--- config.mk ---
export PLATFORM = sky130hd
export DESIGN_NAME = exu_bp_update_queue
export DESIGN_NICKNAME = d
export VERILOG_FILES = /design/src/rtl/exu_bp_update_queue_pkg.sv /design/src/rtl/exu_bp_update_queue_ptr.sv /design/src/rtl/exu_bp_update_queue.sv
export SDC_FILE = /design/constraint.sdc
export NUM_CORES = 1
export LEC_CHECK = 0
export CAP_MARGIN = 10
export CORE_MARGIN = 2
export CORE_UTILIZATION = 25
export CTS_BUF_LIST = sky130_fd_sc_hd__clkbuf_2 sky130_fd_sc_hd__clkbuf_4 sky130_fd_sc_hd__clkbuf_8
export DETAILED_ROUTE_END_ITERATION = 8
export GPL_ROUTABILITY_DRIVEN = 0
export PLACE_DENSITY = 0.45
export SETUP_SLACK_MARGIN = 0.02
export SLEW_MARGIN = 20
export SYNTH_ARGS = -nofsm -noshare
export SYNTH_HDL_FRONTEND = slang
export SYNTH_SLANG_ARGS = --single-unit
export TNS_END_PERCENT = 5
--- constraint.sdc ---
create_clock -name clk -period 9.5 [get_ports clk]
set_clock_uncertainty 0.15 [all_clocks]
set_input_delay 2.85 -clock clk [delete_from_list [all_inputs] [get_ports clk]]
set_output_delay 2.85 -clock clk [all_outputs]
set_load 0.03 [all_outputs]
--- src/rtl/exu_bp_update_queue_pkg.sv ---
// Shared types for the branch-predictor update queue.
// One record per resolved branch, as written to the BTB/BHT.
package exu_bp_update_queue_pkg;

    typedef struct packed {
        logic [31:1] pc;
        logic [31:1] target;
        logic        ataken;
        logic        misp;
        logic [1:0]  hist;
    } bp_upd_pkt_t;

endpackage

--- src/rtl/exu_bp_update_queue_ptr.sv ---
// Wrap-bit queue pointer: increment, load and synchronous reset.
// Load has priority over increment.
module exu_bp_upd_ptr #(
    parameter int W = 3
) (
    input  logic         clk,
    input  logic         rst,
    input  logic         inc,
    input  logic         load,
    input  logic [W-1:0] load_val,
    output logic [W-1:0] ptr
);

    always_ff @(posedge clk) begin
        if (rst) begin
            ptr <= '0;
        end else if (load) begin
            ptr <= load_val;
        end else if (inc) begin
            ptr <= ptr + W'(1);
        end
    end

endmodule

--- src/rtl/exu_bp_update_queue.sv ---
// Branch-predictor update queue: speculative capture, in-order
// commit, and drain to the predictor write port.
module exu_bp_update_queue
    import exu_bp_update_queue_pkg::*;
#(
    parameter int DEPTH = 4,
    parameter int PTRW  = $clog2(DEPTH)
) (
    input  logic        clk,
    input  logic        rst,
    input  logic        br_valid,
    input  logic [30:0] br_pc,
    input  logic        br_ataken,
    input  logic        br_misp,
    input  logic [1:0]  br_hist,
    input  logic [30:0] br_target,
    input  logic        commit,
    input  logic        flush_lower,
    output logic        upd_valid,
    input  logic        upd_ready,
    output logic [30:0] upd_pc,
    output logic [30:0] upd_target,
    output logic        upd_ataken,
    output logic        upd_misp,
    output logic [1:0]  upd_hist,
    output logic        full,
    output logic        ovf
);

    logic [PTRW:0] wr_ptr;
    logic [PTRW:0] cm_ptr;
    logic [PTRW:0] rd_ptr;
    logic [PTRW:0] cm_next;

    logic deq;
    logic enq;
    logic drop;
    logic cm_inc;

    bp_upd_pkt_t slots [DEPTH];
    bp_upd_pkt_t wr_pkt;
    bp_upd_pkt_t head;

    assign full = (wr_ptr[PTRW] != rd_ptr[PTRW]) &&
                  (wr_ptr[PTRW-1:0] == rd_ptr[PTRW-1:0]);

    assign upd_valid = (rd_ptr != cm_ptr);
    assign deq       = upd_valid & upd_ready;
    assign enq       = br_valid & ~flush_lower & (~full | deq);
    assign drop      = br_valid & ~flush_lower & full & ~deq;
    assign cm_inc    = commit & (cm_ptr != wr_ptr);

    // Flush rewinds the write pointer to the post-commit boundary.
    assign cm_next = cm_ptr + {{PTRW{1'b0}}, cm_inc};

    exu_bp_upd_ptr #(.W(PTRW + 1)) u_wr_ptr (
        .clk      (clk),
        .rst      (rst),
        .inc      (enq),
        .load     (flush_lower),
        .load_val (cm_next),
        .ptr      (wr_ptr)
    );

    exu_bp_upd_ptr #(.W(PTRW + 1)) u_cm_ptr (
        .clk      (clk),
        .rst      (rst),
        .inc      (cm_inc),
        .load     (1'b0),
        .load_val ({(PTRW + 1){1'b0}}),
        .ptr      (cm_ptr)
    );

    exu_bp_upd_ptr #(.W(PTRW + 1)) u_rd_ptr (
        .clk      (clk),
        .rst      (rst),
        .inc      (deq),
        .load     (1'b0),
        .load_val ({(PTRW + 1){1'b0}}),
        .ptr      (rd_ptr)
    );

    always_ff @(posedge clk) begin
        if (rst) begin
            ovf <= 1'b0;
        end else if (drop) begin
            ovf <= 1'b1;
        end
    end

    always_comb begin
        wr_pkt        = '0;
        wr_pkt.pc     = br_pc;
        wr_pkt.target = br_target;
        wr_pkt.ataken = br_ataken;
        wr_pkt.misp   = br_misp;
        wr_pkt.hist   = br_hist;
    end

    always_ff @(posedge clk) begin
        for (int i = 0; i < DEPTH; i++) begin
            if (enq && (wr_ptr[PTRW-1:0] == PTRW'(i))) begin
                slots[i] <= wr_pkt;
            end
        end
    end

    assign head       = slots[rd_ptr[PTRW-1:0]];
    assign upd_pc     = head.pc;
    assign upd_target = head.target;
    assign upd_ataken = head.ataken;
    assign upd_misp   = head.misp;
    assign upd_hist   = head.hist;

endmodule

==> metrics.md <==
| Metric | Value |
|---|---|
| Fmax achieved | `156 MHz` |
| Sequential Power Share | `0.451` |
| Inserted Diodes | `0` |
| Ys flop type | `edfxtp_1` |
| Avg Inst Size Synth | `24.2 um^2` |
| Die boundary width | `approximately 210 um` |
| Internal power | `0.00234 W` |
| Final setup TNS | `0 ns` |
| EDFF count, synth | `roughly 260` |
| NetSw | `~0.0009 W` |
| RSZ-0062 raised after global routing | `false` |
| Yosys cell types | `34` |
| Antenna Nets Post-Route | `0` |
| Top post-synthesis cells by area | `edfxtp_1 (77%), mux4_2 (15%), dfxtp_1 (2.3%), ha_1 (0.98%), xor2_1 (0.86%)` |
| Die height | `~210 um` |
| Xor and xnor area share after synthesis | `0.0119` |
| Initial drt markers | `around 260` |
| Mux share of post-synthesis cell area | `0.147` |
| Status | `finished clean` |
| Compound-Gate Fraction of Synth Area | `0.0137` |
| CTS Root Cell | `clkbuf_8` |
| Largest net degree at the start of global routing | `between 60 and 70` |
| Router iterations before antenna repair | `4` |
| Drt wl/cell | `18.5 um` |
| Detailed Route WL | `approximately 22000 um` |
| Final non-filler cell area | `13300 um^2` |
| Adder-Cell Fraction of Synth Area | `0.00978` |
| DP Wirelength | `12600 um` |
| Num rows | `74` |
| H-tree levels | `2` |
| CTS sink count | `approximately 280` |
| First-pass GRT wire length | `32800 um` |
| Net switching fraction of the power | `0.278` |
| Gate power share | `0.223` |
| Hold_sp | `ovf` |
| Fraction of registers with async set/reset | `0` |
| # Post-CTS Setup Buffers | `0` |
| Initial antenna violation count | `0` |
| Post-layout nets | `about 690` |
| Simple logic cell fraction of the synthesized area | `0.0114` |
| Most frequent cell after synthesis | `edfxtp_1` |
| Worst-margin pin slew | `0.770 ns` |
| Fin. Hold Viols | `0` |
| Layout cell share with drive strength beyond 1 | `0.245` |
| Main combinational cell family by area after synthesis | `multiplexers` |
| Pins over their slew limit | `0` |
| Synthesized flop and latch total | `around 280` |
| Setup violators final | `0` |
| Syn_nets | `between 500 and 600` |
| CP Max Fanout | `35` |
| Crit start category | `flop` |
| Vias in the first global route | `5568` |
| Core area | `approximately 40000 um^2` |
| Synth warn | `0` |
| CTS Hold Bufs | `0` |
| Commonest cells post-synth | `edfxtp_1 (264), mux4_2 (66), dfxtp_1 (12)` |
| Area share of the largest cell type after synthesis | `0.774` |
| Dpl cell area | `roughly 12000 um^2` |
| Setup slack after layout | `3.09 ns` |
| Die area | `about 43000 um^2` |
| CTS Buf Count | `48` |
| Top Ports | `141` |
| Cells after Synth | `424` |
| Footprint of the multi-input gates | `1990 um^2` |
| CTS tree | `built` |
| Pre-CTS setup slack | `3.55 ns` |
| DR vias/cell | `~4.2` |
| WP data arrival | `about 3.4 ns` |
| Starting density of the core | `0.252` |
| Worst-path clk slew | `0.06 ns` |
| Layout area overhead | `30.2%` |
| Fin util | `0.328` |
| Port bufs | `140` |
| Relative slew slack | `0.487` |
| Critical R2R Launch | `u_rd_ptr.ptr[0]` |
| PostCTS Resize Cnt | `0` |
| Clk_lat worst skew | `0.59 ns` |
| Dominant cell type by area after synthesis | `edfxtp_1` |
| Cell area after synthesis | `10200 um^2` |
| Kind of critical path | `flop to output pin` |
| Total GRT Usage | `0.104` |
| Worst Path Required | `6.50 ns` |
| Bufs on Longest Clock Path | `3` |
| Overflow after GRT | `0` |
| Fill cell count | `3850` |
| Seq/Total Area, Yosys | `0.798` |
| Number of max-cap violations | `0` |
| Power density cells | `243 nW/um^2` |
| Final Cycle Share | `0.675` |
| DRC violations left | `0` |
| Fin crit period | `6.41 ns` |
| Storage element area | `about 8200 um^2` |
| Via Count | `about 5000` |
| Leakage power | `4.20 nW` |
| CP endpoint kind | `output pin` |
| Clock share of power | `0.325` |
| Hold crit path type | `flop to flop` |
| VDD IR max | `between 100 and 150 uV` |
-- per-stage QoR --
step                hold WS [ns]  power [W]  std cells
floorplan                  0.364    0.00193        424
global placement           0.309    0.00222       1082
detailed placement         0.318    0.00223       1086
CTS                        0.344    0.00331       1169
global route               0.391    0.00341       1170
finish                     0.342    0.00324       1170
-- cells in the final DEF (no fill, tap or decap), drive strengths merged, types with 2 or more instances in the layout --
| master | instances |
|---|---|
| a31oi | 2 |
| nand2 | 3 |
| buf | 6 |
| or3 | 2 |
| xor2 | 11 |
| clkdlybuf4s50 | 140 |
| clkinv | 17 |
| a21oi | 2 |
| o31ai | 2 |
| inv | 6 |
| edfxtp | 264 |
| bufinv | 2 |
| xnor2 | 2 |
| and2 | 4 |
| o2111ai | 2 |
| o311ai | 2 |
| nor3 | 2 |
| ha | 8 |
| mux2i | 2 |
| nor2 | 8 |
| dfxtp | 12 |
| clkbuf | 63 |
| mux4 | 66 |
-- cells by family (layout without fill, tap and decap cells) --
family	Yosys count	in the layout
flops	276	276
mux	68	68
simple gates	22	22
buf+inv	21	235
compound gates	16	16
xor+xnor	13	13
fa+ha+maj	8	8
-- per-layer routing --
metal | part of all wire | vias up | GRT usage
met5 | 0 | - | 0
met4 | 0.026 | 0 | 0.0388
met3 | 0.067 | 48 | 0.0361
met2 | 0.48 | 143 | 0.166
met1 | 0.42 | 2583 | 0.132
li1 | - | 2166 | -
-- power groups by stage --
stage / registers (W) / logic [W] / clock network (W)
finish: 0.00146 / 0.000724 / 0.00106
floorplan: 0.00145 / 0.000476 / 0
global placement: 0.00150 / 0.000718 / 0
global route: 0.00148 / 0.000773 / 0.00116
detailed placement: 0.00150 / 0.000728 / 0
CTS: 0.00148 / 0.000732 / 0.00111
-- worst max-delay path, stage by stage, from the launching register on --
cell and delay (ns):
dfxtp_4 0.80, buf_4 0.72, mux4_2 0.63, clkdlybuf4s50_1 0.61
-- layout make-up --
class | count | area share
clock buffer | 63 | 0.0594
clock inverter | 20 | 0.0104
inverter | 6 | 0.00169
tap | 532 | 0.0499
timing repair buffer | 146 | 0.115
sequential | 276 | 0.613
multi-input combinational | 127 | 0.150
-- worst paths after layout --
kind	endpoint	slack [ns]	cells past startpoint
max	upd_pc[5]	3.09	3
min	ovf	0.34	2
max reg2reg	slots[0][39]	6.78	5
min reg2reg	ovf	0.34	2
-- flip-flops by register name (all words and copies together) (netlist names), named ones only --
signal	count
u_cm_ptr.ptr	3
ovf	1
u_wr_ptr.ptr	3
slots	264
u_rd_ptr.ptr	3
No activity file was read; power rests on OpenSTA's default activity.
